===== config.mk =====
export PLATFORM = sky130hd
export DESIGN_NAME = cruise_cmd_sequencer
export DESIGN_NICKNAME = d
export VERILOG_FILES = /design/src/rtl/cruise_cmd_sequencer.sv
export SDC_FILE = /design/constraint.sdc
export NUM_CORES = 1
export LEC_CHECK = 0
export ABC_AREA = 1
export BUFFER_PORTS_ARGS = -buffer_cell sky130_fd_sc_hd__buf_2
export CAP_MARGIN = 10
export CORE_MARGIN = 2
export CORE_UTILIZATION = 30
export CTS_CLUSTER_DIAMETER = 40
export DETAILED_ROUTE_END_ITERATION = 12
export HOLD_SLACK_MARGIN = 0.06
export PLACE_DENSITY_LB_ADDON = 0.3
export RECOVER_POWER = 100
export SLEW_MARGIN = 20
export SYNTH_ARGS = -nofsm -noshare
export SYNTH_HDL_FRONTEND = slang
export SYNTH_SLANG_ARGS = --single-unit

===== constraint.sdc =====
create_clock -name clk -period 2.5 [get_ports clk]
set_input_delay 0.25 -clock clk [delete_from_list [all_inputs] [get_ports clk]]
set_output_delay 0.25 -clock clk [all_outputs]
set_load 0.1 [all_outputs]

===== src/rtl/cruise_cmd_sequencer.sv =====
// Front-end for the cruise module: debounces driver buttons, arbitrates and gates
// them into single-cycle commands, auto-repeats accel/coast and applies post-brake lockout.
module cruise_cmd_sequencer #(
  parameter int unsigned DEB_CYC  = 3,
  parameter int unsigned REP_DLY  = 20,
  parameter int unsigned REP_PER  = 5,
  parameter int unsigned LOCK_CYC = 8
) (
  input  logic clk,
  input  logic reset,
  input  logic btn_set,
  input  logic btn_accel,
  input  logic btn_coast,
  input  logic btn_cancel,
  input  logic btn_resume,
  input  logic brake_in,
  input  logic cruisecontrol,
  output logic set,
  output logic accel,
  output logic coast,
  output logic cancel,
  output logic resume,
  output logic brake,
  output logic lockout
);

  localparam int unsigned NB      = 5;
  localparam int unsigned B_SET   = 0;
  localparam int unsigned B_ACCEL = 1;
  localparam int unsigned B_COAST = 2;
  localparam int unsigned B_CANC  = 3;
  localparam int unsigned B_RES   = 4;
  localparam int unsigned DW      = $clog2(DEB_CYC + 1);
  localparam int unsigned REP_MAX = (REP_DLY > REP_PER) ? REP_DLY : REP_PER;
  localparam int unsigned TW      = $clog2(REP_MAX + 1);
  localparam int unsigned LW      = $clog2(LOCK_CYC + 1);

  typedef enum logic [1:0] {REP_IDLE, REP_ACCEL, REP_COAST} rep_t;

  logic [NB-1:0] raw, deb, deb_q, ev;
  logic [DW-1:0] dcnt [NB];
  logic [LW-1:0] lcnt;
  logic [TW-1:0] tmr, tmr_n;
  rep_t          state, state_n;
  logic          blk, conflict, ac_ok, rep_hold, rep_due;
  logic          set_req, resume_req, accel_req, coast_req, hi_req;
  logic          set_n, accel_n, coast_n, cancel_n, resume_n;

  assign raw = {btn_resume, btn_cancel, btn_coast, btn_accel, btn_set};

  always_comb begin
    deb = '0;
    for (int unsigned i = 0; i < NB; i++) begin
      deb[i] = (dcnt[i] == DW'(DEB_CYC));
    end
  end

  assign ev         = deb & ~deb_q;
  assign lockout    = (lcnt != '0);
  assign blk        = lockout | brake_in;
  assign conflict   = deb[B_ACCEL] & deb[B_COAST];
  assign ac_ok      = ~blk & cruisecontrol & ~conflict;
  assign rep_hold   = (((state == REP_ACCEL) & deb[B_ACCEL]) |
                       ((state == REP_COAST) & deb[B_COAST])) & ~conflict;
  assign rep_due    = rep_hold & (tmr == TW'(1));
  assign set_req    = ev[B_SET] & ~blk;
  assign resume_req = ev[B_RES] & ~blk & ~cruisecontrol;
  assign accel_req  = (ev[B_ACCEL] | (rep_due & (state == REP_ACCEL))) & ac_ok;
  assign coast_req  = (ev[B_COAST] | (rep_due & (state == REP_COAST))) & ac_ok;
  assign hi_req     = ev[B_CANC] | set_req | resume_req;

  always_comb begin
    set_n    = 1'b0;
    accel_n  = 1'b0;
    coast_n  = 1'b0;
    cancel_n = 1'b0;
    resume_n = 1'b0;
    state_n  = state;
    tmr_n    = tmr;
    if (ev[B_CANC])     cancel_n = 1'b1;
    else if (set_req)    set_n    = 1'b1;
    else if (resume_req) resume_n = 1'b1;
    else if (accel_req)  accel_n  = 1'b1;
    else if (coast_req)  coast_n  = 1'b1;

    // A due repeat reloads the period even when gating drops the pulse itself
    if (state != REP_IDLE) begin
      if (!rep_hold) begin
        state_n = REP_IDLE;
        tmr_n   = '0;
      end else if (tmr == TW'(1)) begin
        tmr_n = TW'(REP_PER);
      end else if (tmr != '0) begin
        tmr_n = tmr - 1'b1;
      end
    end

    if ((accel_req | coast_req) & hi_req) begin
      state_n = REP_IDLE;
      tmr_n   = '0;
    end else if (accel_n & ev[B_ACCEL]) begin
      state_n = REP_ACCEL;
      tmr_n   = TW'(REP_DLY);
    end else if (coast_n & ev[B_COAST]) begin
      state_n = REP_COAST;
      tmr_n   = TW'(REP_DLY);
    end
  end

  always_ff @(posedge clk) begin
    if (reset) begin
      for (int unsigned i = 0; i < NB; i++) dcnt[i] <= '0;
      deb_q  <= '0;
      lcnt   <= '0;
      brake  <= 1'b0;
      state  <= REP_IDLE;
      tmr    <= '0;
      set    <= 1'b0;
      accel  <= 1'b0;
      coast  <= 1'b0;
      cancel <= 1'b0;
      resume <= 1'b0;
    end else begin
      for (int unsigned i = 0; i < NB; i++) begin
        if (!raw[i])                     dcnt[i] <= '0;
        else if (dcnt[i] != DW'(DEB_CYC)) dcnt[i] <= dcnt[i] + 1'b1;
      end
      deb_q <= deb;
      brake <= brake_in;
      if (brake_in)          lcnt <= LW'(LOCK_CYC);
      else if (lcnt != '0)   lcnt <= lcnt - 1'b1;
      state  <= state_n;
      tmr    <= tmr_n;
      set    <= set_n;
      accel  <= accel_n;
      coast  <= coast_n;
      cancel <= cancel_n;
      resume <= resume_n;
    end
  end

endmodule

==> results by group <==
GRT
  – M2 GR Usage: 17.3%
  – Gr usage total: 11.3%
  – First-pass GRT wire length: 5.55 mm
  – Grt met3 use: 2.71%
  – Busiest grt layer: met2
  – Largest net degree at the start of global routing: 15
  – Vias in the first global route: 1256
  – GRT overflow: 0
  – Initial antenna violation count: 0
  – Met1 GRT Util: 14.2%

Worst setup path
  – Worst EP required: 2250 ps
  – Crit end category: primary output
  – WP data arrival: 1700 ps
  – CP max FO: 6
  – Crit path kind: reg2out
  – Type of origin of the critical path: register

Route
  – DRC viols: 0
  – Post-DRT Antenna Nets: 0
  – Vias: 1274
  – Wire per inst: 10.5 um
  – First-pass detailed-route iteration total: 4
  – Iter 0 DRT Violations: 52
  – DRT Wirelength: 3.06 mm
  – Drt via density: 4.36

Power and ir drop
  – Net Sw Frac: 25.1%
  – Sw Pwr: 0.296 mW
  – Comb pwr share: 11.7%
  – Max VDD drop: 0.234 mV
  – Clock share of power: 40.7%
  – Leak: 0.809 nW
  – Pwr Density: 611 nW/um^2
  – Internal: 0.884 mW
  – Reg power frac: 47.6%

Clock network
  – CTS hold repair buffers: 0
  – H-tree Lvls: 2
  – CTS tree: yes
  – Postcts setup bufs: 0
  – Clock tree sinks: 32
  – Clk slew on worst S/H paths: 70 ps
  – Clock Latency Late Sink: 280 ps
  – Num CTS Buffers: 5
  – Root buffer cell: clkbuf_8
  – Number of gates resized after cts: 0
  – Clk buf depth: 2

Layout
  – Number of diodes: 0
  – Fill count: 603
  – Final net count: 238
  – Area of the multi-input gates: 791 um^2
  – Layout area overhead: 11.6%
  – Layout cell share with drive strength beyond 1: 21.4%
  – Finished Core Util: 34.9%
  – Design Area, Final: 1930 um^2
  – Sequential Area: 741 um^2

Yosys
  – Cell taking the most area after synthesis: dfxtp_1
  – Seq cells post-synth: 32
  – Share of the synthesized area in the top cell type: 25.4%
  – Ranking of synthesized cells by area: dfxtp_1, edfxtp_1, ha_1
  – Synthesis warning total: 0
  – Number of synthesized flops with an enable pin: 10
  – FFs w/ async S/R, synth: 0%
  – Syn nets: 218
  – Seq/Total Area, Yosys: 42.8%
  – Mapped Area: 1730 um^2
  – Top FF cell, synth: dfxtp_1
  – Cell variety after synth: 32
  – Mapped Cells: 199
  – Syn Area/Cell: 8.70 um^2

Timing
  – Final hold vios: 0
  – Fin. max-slew vios: 0
  – Fraction of the cycle the final worst path needs: 77.9%
  – Setup total negative slack: 0 ps
  – Final setup violation count: 0
  – RSZ-0062 raised after global routing: false
  – Fmax: 0.514 GHz
  – Period minus WS final: 1950 ps
  – Max-slew headroom: 22.4%
  – Tightest Pin Transition: 1170 ps
  – Clock skew: 7.07 ps

Die
  – I/O Pins: 16
  – Die Y: 80.0 um
  – Die area: 6400 um^2
  – Initial Util: 31.3%
  – Die width: 80.0 um
  – Row cnt: 27
  – Core ar.: 5540 um^2

Min path
  – HP Class: in2reg

Run status
  – Run status: complete, no violations

Placement
  – Post-Place Cell Area: 1890 um^2
  – Post-DP HPWL: 2.35 mm
  – Port bufs: 15
  – GPL Wtd Cong: 0.828

Job
  – Max Cap Viol: 0
==> sequential cells by signal (all words and copies together), names as in the netlist <==
name	cells
accel	1
brake	1
cancel	1
coast	1
dcnt	10
deb_q	5
lcnt	4
resume	1
set	1
state	2
tmr	5
==> cell usage in the layout (no fill, tap or decap) <==
master     count
o21ai_0        4
clkbuf_2       1
inv_4          1
ha_1          10
clkinv_2       1
nor2_2         3
edfxtp_1      10
a211oi_1       1
nor2_4         2
nand3_2        3
nor3_1         5
clkbuf_8       5
inv_2          8
o21ai_1        4
or2_2          1
xnor2_1        1
inv_1         26
clkinv_1       1
dfxtp_1       22
o31ai_1        1
o41ai_1        1
nand2_2        5
clkbuf_1       8
nand2_4        4
nand3_1       16
nand4_2        1
buf_2          7
a21oi_1        2
nor2_1        32
bufinv_16      1
nor4_1         2
nand2_1       20
a21oi_2        2
nand4_4        2
nand4_1        7
==> cell type report <==
type                       count  area share, %
clock buffer                   6           3.75
multi-input combinational    129           40.9
clock inverter                 2           1.81
tap                           72           4.66
sequential                    32           38.3
timing repair buffer          15           3.43
inverter                      36           7.12
==> critical path: stages (launching register included) <==
cell and delay [ps]:
dfxtp_1 350, inv_1 90, ha_1 200, nand3_1 240, clkbuf_2 520
==> kinds of logic after synthesis <==
family	synth area share [%]
xor gates and xnor gates	0.506
and+or+nand+nor	35.8
buffers and inverters	8.38
adders and majority gates	7.23
DFF	42.8
AOI/OAI and AO/OA	5.28
==> through the flow <==
step           instances  hold slack, ps  power (mW)  worst slack, ps
2_1_floorplan        199             447       0.700              681
3_3_place_gp         284             475       0.727              882
4_1_cts              292             277        1.21              690
5_1_grt              292             280        1.23              324
6_report             292             248        1.18              554
3_5_place_dp         284             486       0.729              838
==> Yosys cell counts, types with 2 or more instances <==
cell type,n
nand3_2,3
nor4_1,2
nor3_2,3
ha_1,10
nand3_1,14
nand2_2,5
inv_2,9
edfxtp_1,10
nand4_4,2
o21ai_1,4
nor3_1,2
o21ai_0,4
nor2_4,3
nor2_1,31
a21oi_1,2
dfxtp_1,22
nor2_2,3
clkbuf_1,2
nand2_1,19
nand4_1,7
nand3_4,2
nand2_4,5
inv_1,25
a21oi_2,2
==> power groups by stage <==
stage	clock network (mW)	registers, mW	logic (mW)
2_1_floorplan	0	0.579	0.120
5_1_grt	0.514	0.564	0.155
6_report	0.480	0.562	0.138
3_3_place_gp	0	0.573	0.154
3_5_place_dp	0	0.574	0.155
4_1_cts	0.493	0.562	0.156
==> metal layers <==
| metal | wire length (um) | part of all wire [%] |
|---|---|---|
| met5 | 0 | 0 |
| met4 | 82 | 2.7 |
| met2 | 1380 | 45 |
| met1 | 1480 | 48 |
| met3 | 119 | 3.9 |
==> worst paths after layout <==
check	from	end	slack [ps]	cells after the start
setup reg to reg	lcnt[0]	tmr[1]	570	11
setup / recovery	lcnt[0]	lockout	550	4
hold reg to reg	lcnt[0]	lcnt[0]	490	2
hold / removal	brake_in	brake	250	3
No activity file was read; power rests on OpenSTA's default activity.
